## config.mk

```make
export PLATFORM = sky130hd
export DESIGN_NAME = sumador_pipe
export DESIGN_NICKNAME = d
export VERILOG_FILES = /design/src/rtl/sumador_pipe.sv
export SDC_FILE = /design/constraint.sdc
export NUM_CORES = 1
export LEC_CHECK = 0
export CAP_MARGIN = 30
export CORE_UTILIZATION = 32
export CTS_CLUSTER_SIZE = 28
export DETAILED_ROUTE_END_ITERATION = 6
export GPL_TIMING_DRIVEN = 0
export PLACE_DENSITY = 0.63
export SETUP_SLACK_MARGIN = 0.02
export SYNTH_ARGS = -nofsm -noshare
export SYNTH_HDL_FRONTEND = slang
export SYNTH_SLANG_ARGS = --single-unit
export TNS_END_PERCENT = 5
```

## constraint.sdc

```tcl
create_clock -name clk -period 2.7 [get_ports clk]
set_input_delay 0.81 -clock clk [delete_from_list [all_inputs] [get_ports clk]]
set_output_delay 0.81 -clock clk [all_outputs]
set_load 0.02 [all_outputs]
```

## src/rtl/sumador_pipe.sv

```systemverilog
// sumador_pipe: pipelined WIDTH-bit add/subtract with NZCV flags behind a valid/ready handshake
//
// Ports:
//   clk, rst_n             rising-edge clock, asynchronous active-low reset
//   in_valid / in_ready    operand handshake; in_ready = !out_valid | out_ready
//   A, B, sub, cin         operands; sub=1 computes A + ~B + cin (cin acts as borrow-not)
//   sat                    clamp on signed overflow instead of wrapping
//   out_valid / out_ready  result handshake
//   C, flag_n/z/c/v        registered result and NZCV flags
//
// Build option: SUMADOR_SAT_EN enables saturation; without it the sat port is ignored.
module sumador_pipe #(
    parameter int WIDTH  = 16,
    parameter int STAGES = 2
) (
    input  logic             clk,
    input  logic             rst_n,
    input  logic             in_valid,
    output logic             in_ready,
    input  logic [WIDTH-1:0] A,
    input  logic [WIDTH-1:0] B,
    input  logic             sub,
    input  logic             cin,
    input  logic             sat,
    output logic             out_valid,
    input  logic             out_ready,
    output logic [WIDTH-1:0] C,
    output logic             flag_n,
    output logic             flag_z,
    output logic             flag_c,
    output logic             flag_v
);
    localparam int SEG = WIDTH / STAGES;

    if (WIDTH % STAGES != 0) begin : g_bad_cfg
        $error("sumador_pipe: WIDTH must be a multiple of STAGES");
    end

    logic             adv;
    logic             out_vld_q;
    logic [WIDTH-1:0] c_q;
    logic             n_q, z_q, cf_q, v_q;

    // The whole pipe moves as one: either every stage shifts or none does.
    assign adv       = !out_vld_q | out_ready;
    assign in_ready  = adv;
    assign out_valid = out_vld_q;
    assign C         = c_q;
    assign flag_n    = n_q;
    assign flag_z    = z_q;
    assign flag_c    = cf_q;
    assign flag_v    = v_q;

`ifndef SUMADOR_SAT_EN
    logic unused_sat;
    assign unused_sat = sat;
`endif

    genvar k;
    for (k = 0; k < STAGES; k++) begin : g_stg
        logic [WIDTH-1:0] a_in, b_in, s_in, s_d;
        logic             c_in, v_in, co;
        logic [SEG-1:0]   seg;
        logic             unused_bits;
`ifdef SUMADOR_SAT_EN
        logic             sat_in;
`endif
        if (k == 0) begin : g_head
            assign a_in = A;
            assign b_in = sub ? ~B : B;
            assign s_in = '0;
            assign c_in = cin;
            assign v_in = in_valid;
`ifdef SUMADOR_SAT_EN
            assign sat_in = sat;
`endif
        end else begin : g_body
            assign a_in = g_stg[k-1].g_reg.a_q;
            assign b_in = g_stg[k-1].g_reg.b_q;
            assign s_in = g_stg[k-1].g_reg.s_q;
            assign c_in = g_stg[k-1].g_reg.cy_q;
            assign v_in = g_stg[k-1].g_reg.vld_q;
`ifdef SUMADOR_SAT_EN
            assign sat_in = g_stg[k-1].g_reg.sat_q;
`endif
        end

        // Operand bits below this segment were already consumed upstream.
        assign unused_bits = ^{a_in, b_in, s_in};

        assign {co, seg} = {1'b0, a_in[k*SEG +: SEG]} + {1'b0, b_in[k*SEG +: SEG]} + {{SEG{1'b0}}, c_in};

        always_comb begin
            s_d                = s_in;
            s_d[k*SEG +: SEG]  = seg;
        end

        if (k < STAGES - 1) begin : g_reg
            logic [WIDTH-1:0] a_q, b_q, s_q;
            logic             cy_q, vld_q;
`ifdef SUMADOR_SAT_EN
            logic             sat_q;
            always_ff @(posedge clk or negedge rst_n) begin
                if (!rst_n) sat_q <= 1'b0;
                else if (adv && v_in) sat_q <= sat_in;
            end
`endif
            // Data only loads with a valid slot; bubbles move the valid bit alone.
            always_ff @(posedge clk or negedge rst_n) begin
                if (!rst_n) begin
                    vld_q <= 1'b0;
                    a_q   <= '0;
                    b_q   <= '0;
                    s_q   <= '0;
                    cy_q  <= 1'b0;
                end else if (adv) begin
                    vld_q <= v_in;
                    if (v_in) begin
                        a_q  <= a_in;
                        b_q  <= b_in;
                        s_q  <= s_d;
                        cy_q <= co;
                    end
                end
            end
        end else begin : g_tail
            logic             ci_msb, ovf;
            logic [WIDTH-1:0] res;
            assign ci_msb = a_in[WIDTH-1] ^ b_in[WIDTH-1] ^ s_d[WIDTH-1];
            assign ovf    = ci_msb ^ co;
`ifdef SUMADOR_SAT_EN
            // On overflow both addends share a_in's sign, which selects the clamp direction.
            assign res = (sat_in && ovf) ? {a_in[WIDTH-1], {(WIDTH-1){~a_in[WIDTH-1]}}} : s_d;
`else
            assign res = s_d;
`endif
            always_ff @(posedge clk or negedge rst_n) begin
                if (!rst_n) begin
                    out_vld_q <= 1'b0;
                    c_q       <= '0;
                    n_q       <= 1'b0;
                    z_q       <= 1'b0;
                    cf_q      <= 1'b0;
                    v_q       <= 1'b0;
                end else if (adv) begin
                    out_vld_q <= v_in;
                    if (v_in) begin
                        c_q  <= res;
                        n_q  <= res[WIDTH-1];
                        z_q  <= (res == '0);
                        cf_q <= co;
                        v_q  <= ovf;
                    end
                end
            end
        end
    end
endmodule

```

==> results by group <==
Final layout
  • Reg area: 0.00115 mm²
  • Fin util: 0.454
  • Multi-input logic area: 0.00132 mm²
  • # nets final: 353
  • Area delta synth->final: 34.0%
  • Design Area, Final: 0.00336 mm²
  • # fillers: 709
  • Diodes inserted: 0
  • Fraction of layout instances using a drive strength above 1: 0.166

Setup path
  • Reg-to-Reg Start: g_stg[0].g_reg.a_q[8]$_DFFE_PN0P_
  • Critical path depth in cells: 11
  • Setup crit start kind: input port
  • CP top delay family: compound AO/OA/AOI/OAI gates
  • Crit Path Class: in2reg
  • CP Data Arrival Time: 2.74 ns
  • Worst path max stage delay: 0.42 ns
  • Slowest CP cell: clkdlybuf4s50_1
  • CP endpoint kind: flip-flop
  • R2r worst-path depth: 8
  • CP bufs+invs: 3
  • CP Data Required Time: 2.87 ns
  • Crit-path max FO: 3
  • Worst setup startpoint: A[0]
  • CP Cell Sequence: clkdlybuf4s50_1 > inv_2 > fa_2 > inv_1 > fa_2 > a21o_1 > a21oi_2 > o21ai_1 > a21oi_1 > xor2_1 > o21ai_1

Routing
  • Post-route ant nets: 0
  • Vias/cell: 4.63
  • Number of remaining DRC errors: 0
  • Vias: 1827
  • Starting DRT DRC Count: 65
  • Drt wl/cell: 12.6 µm
  • Drt first pass iters: 6
  • Final WL: 4980 µm

Placed design
  • Final Wtd Congestion: 0.788
  • Placed Area: 0.00327 mm²
  • Final HPWL DP: 4130 µm
  • Pre-CTS setup slack: -0.429 ns
  • PortBufs: 58

Clocking
  • Num CTS Buffers: 5
  • CTS Root Buffer Type: clkbuf_8
  • Clock latency on the worst-skew pair: 0.29 ns
  • Reg clk slew, reported paths: 0.08 ns
  • Sink Count: 46
  • Max H-tree Level: 2
  • CTS tree: yes
  • Clk buf depth: 2

STA
  • Post-Route Skew: 0.00304 ns
  • Slew Limit Fails: 0
  • Actual slew at the worst max-slew pin: 0.479 ns
  • Max-slew headroom: 0.681
  • Final hold vios: 0
  • Final setup viols: 0
  • Achievable frequency: 390 MHz
  • Period utilisation layout: 0.950
  • RSZ-0062 raised after global routing: true
  • Fin crit period: 2.57 ns
  • Final worst slack: 0.134 ns

Logic synthesis
  • Post-synthesis sequential area ratio: 0.458
  • Post-Synthesis Cells: 229
  • Ys flop type: dfrtp_1
  • Seq cells post-synth: 46
  • Mapped cell area: 0.00251 mm²
  • Number of synthesized flops with an enable pin: 0
  • Most common cell in the netlist: dfrtp_1
  • Most frequent cells after synthesis: dfrtp_1 (46), o21ai_0 (30), nand2_1 (24), mux2_2 (21), ha_1 (14)
  • Async S/R FF share, synth: 1.00
  • Leading area contributor after synthesis: dfrtp_1
  • Mean Syn Cell Area: 11.0 µm²
  • Synth warn: 0
  • Top cells by area, synth: dfrtp_1 (46%), mux2_2 (9.4%), ha_1 (7.0%), o21ai_0 (6.0%), xnor2_1 (4.5%)
  • Netlist cell types: 38
  • Syn_nets: 286
  • Top-area cell type share of the netlist area: 0.458

Floorplan
  • Chip Height: 90.6 µm
  • Row cnt: 31
  • IO Count: 61
  • Die W: 90.6 µm
  • Die Footprint: 0.00821 mm²
  • Core area: 0.00741 mm²
  • Initial core utilization: 0.339

Power
  • Sequential power share: 0.393
  • Combinational power share: 0.462
  • PD cells: 795 mW/mm²
  • Max rail drop VDD: 0.000229 V
  • Clk pwr share: 0.144
  • Pint: 1730 µW
  • Sw Ratio: 0.353
  • Switching power total: 945 µW
  • Pleak: 0.00144 µW
  • Design Power: 2670 µW

Global routing
  • GRT Total Usage: 0.132
  • Grt ovf: 0
  • Vias in the first global route: 1770
  • First-pass GRT wire length: 8570 µm
  • Pin count of the biggest net entering global routing: 28
  • Initial antenna violation count: 0

Run
  • Maxcap violations: 0

Status
  • Outcome: finished clean

Min path
  • Worst hold path class: in2async
-- flip-flops by register name (all words and copies together), names as in the netlist, 8 cells and up --
signal,count
C,16
g_stg.g_reg.a_q,8
g_stg.g_reg.b_q,8
g_stg.g_reg.s_q,8
-- routing by layer --
layer,track usage,share of wire
met5,0,0
met3,0.0236,0.042
met1,0.179,0.48
met4,0.0524,0.016
met2,0.206,0.46
-- stage by stage --
stage | hold slack (ns) | instances | TNS (ns)
after global routing | 0.499 | 395 | 0
after floorplan | 0.454 | 229 | -0.0222
after CTS | 0.473 | 394 | 0
after global placement | 0.467 | 386 | -22.29
final | 0.471 | 395 | 0
after detailed placement | 0.480 | 387 | -2.03
-- layout by cell type, fill, tap and decap left out, types with 3 or more instances in the layout --
cell type	instances
a21o_1	4
a21oi_1	9
buf_2	3
buf_4	3
clkbuf_1	6
clkbuf_8	5
clkdlybuf4s50_1	55
dfrtp_1	46
ha_1	14
inv_1	7
mux2_2	21
nand2_1	24
nor2_1	6
o21ai_0	25
o21ai_1	4
xnor2_1	12
xor2_1	12
-- power by group through the flow --
stage	clock, µW	sequential (µW)	combinational (µW)
after global routing	431	1080	1360
after floorplan	0	1200	603
after global placement	0	1060	1220
final	386	1050	1240
after detailed placement	0	1070	1240
after CTS	401	1050	1240
-- repair_timing --
item | 4_1_cts | 5_1_grt
setup endpoints to repair | 5 | 5
gates resized for setup | 5 | 8
hold buffers | 0 | 0
pin swaps | 0 | 4
setup buffers | 0 | 1
-- area by class of cell --
cell class | count | area share
multi-input combinational | 165 | 0.391
sequential | 46 | 0.342
timing repair buffer | 60 | 0.177
tap | 99 | 0.0368
clock buffer | 7 | 0.0227
buffer | 10 | 0.0212
inverter | 8 | 0.00893
-- kinds of logic after synthesis --
logic type / count (synthesis) / share of synthesized area
AO/OA/AOI/OAI: 54 / 0.125
flip-flops: 46 / 0.458
adder cells (fa/ha/maj): 18 / 0.102
multiplexers: 22 / 0.0982
XOR/XNOR: 27 / 0.0972
AND/OR/NAND/NOR: 44 / 0.0867
buffers and inverters: 18 / 0.0334
-- worst paths after layout --
check                                                           to  slack [ns]
min in group clk                                flag_c$_DFFE_PN0P_        0.49
worst min register to register                  flag_c$_DFFE_PN0P_        0.49
worst max register to register                  flag_z$_DFFE_PN0P_        0.26
max in group asynchronous       g_stg[0].g_reg.a_q[12]$_DFFE_PN0P_        1.72
worst min-delay path               g_stg[0].g_reg.cy_q$_DFFE_PN0P_        0.47
worst max-delay path             g_stg[0].g_reg.s_q[6]$_DFFE_PN0P_        0.13
No activity file was read; power rests on OpenSTA's default activity.
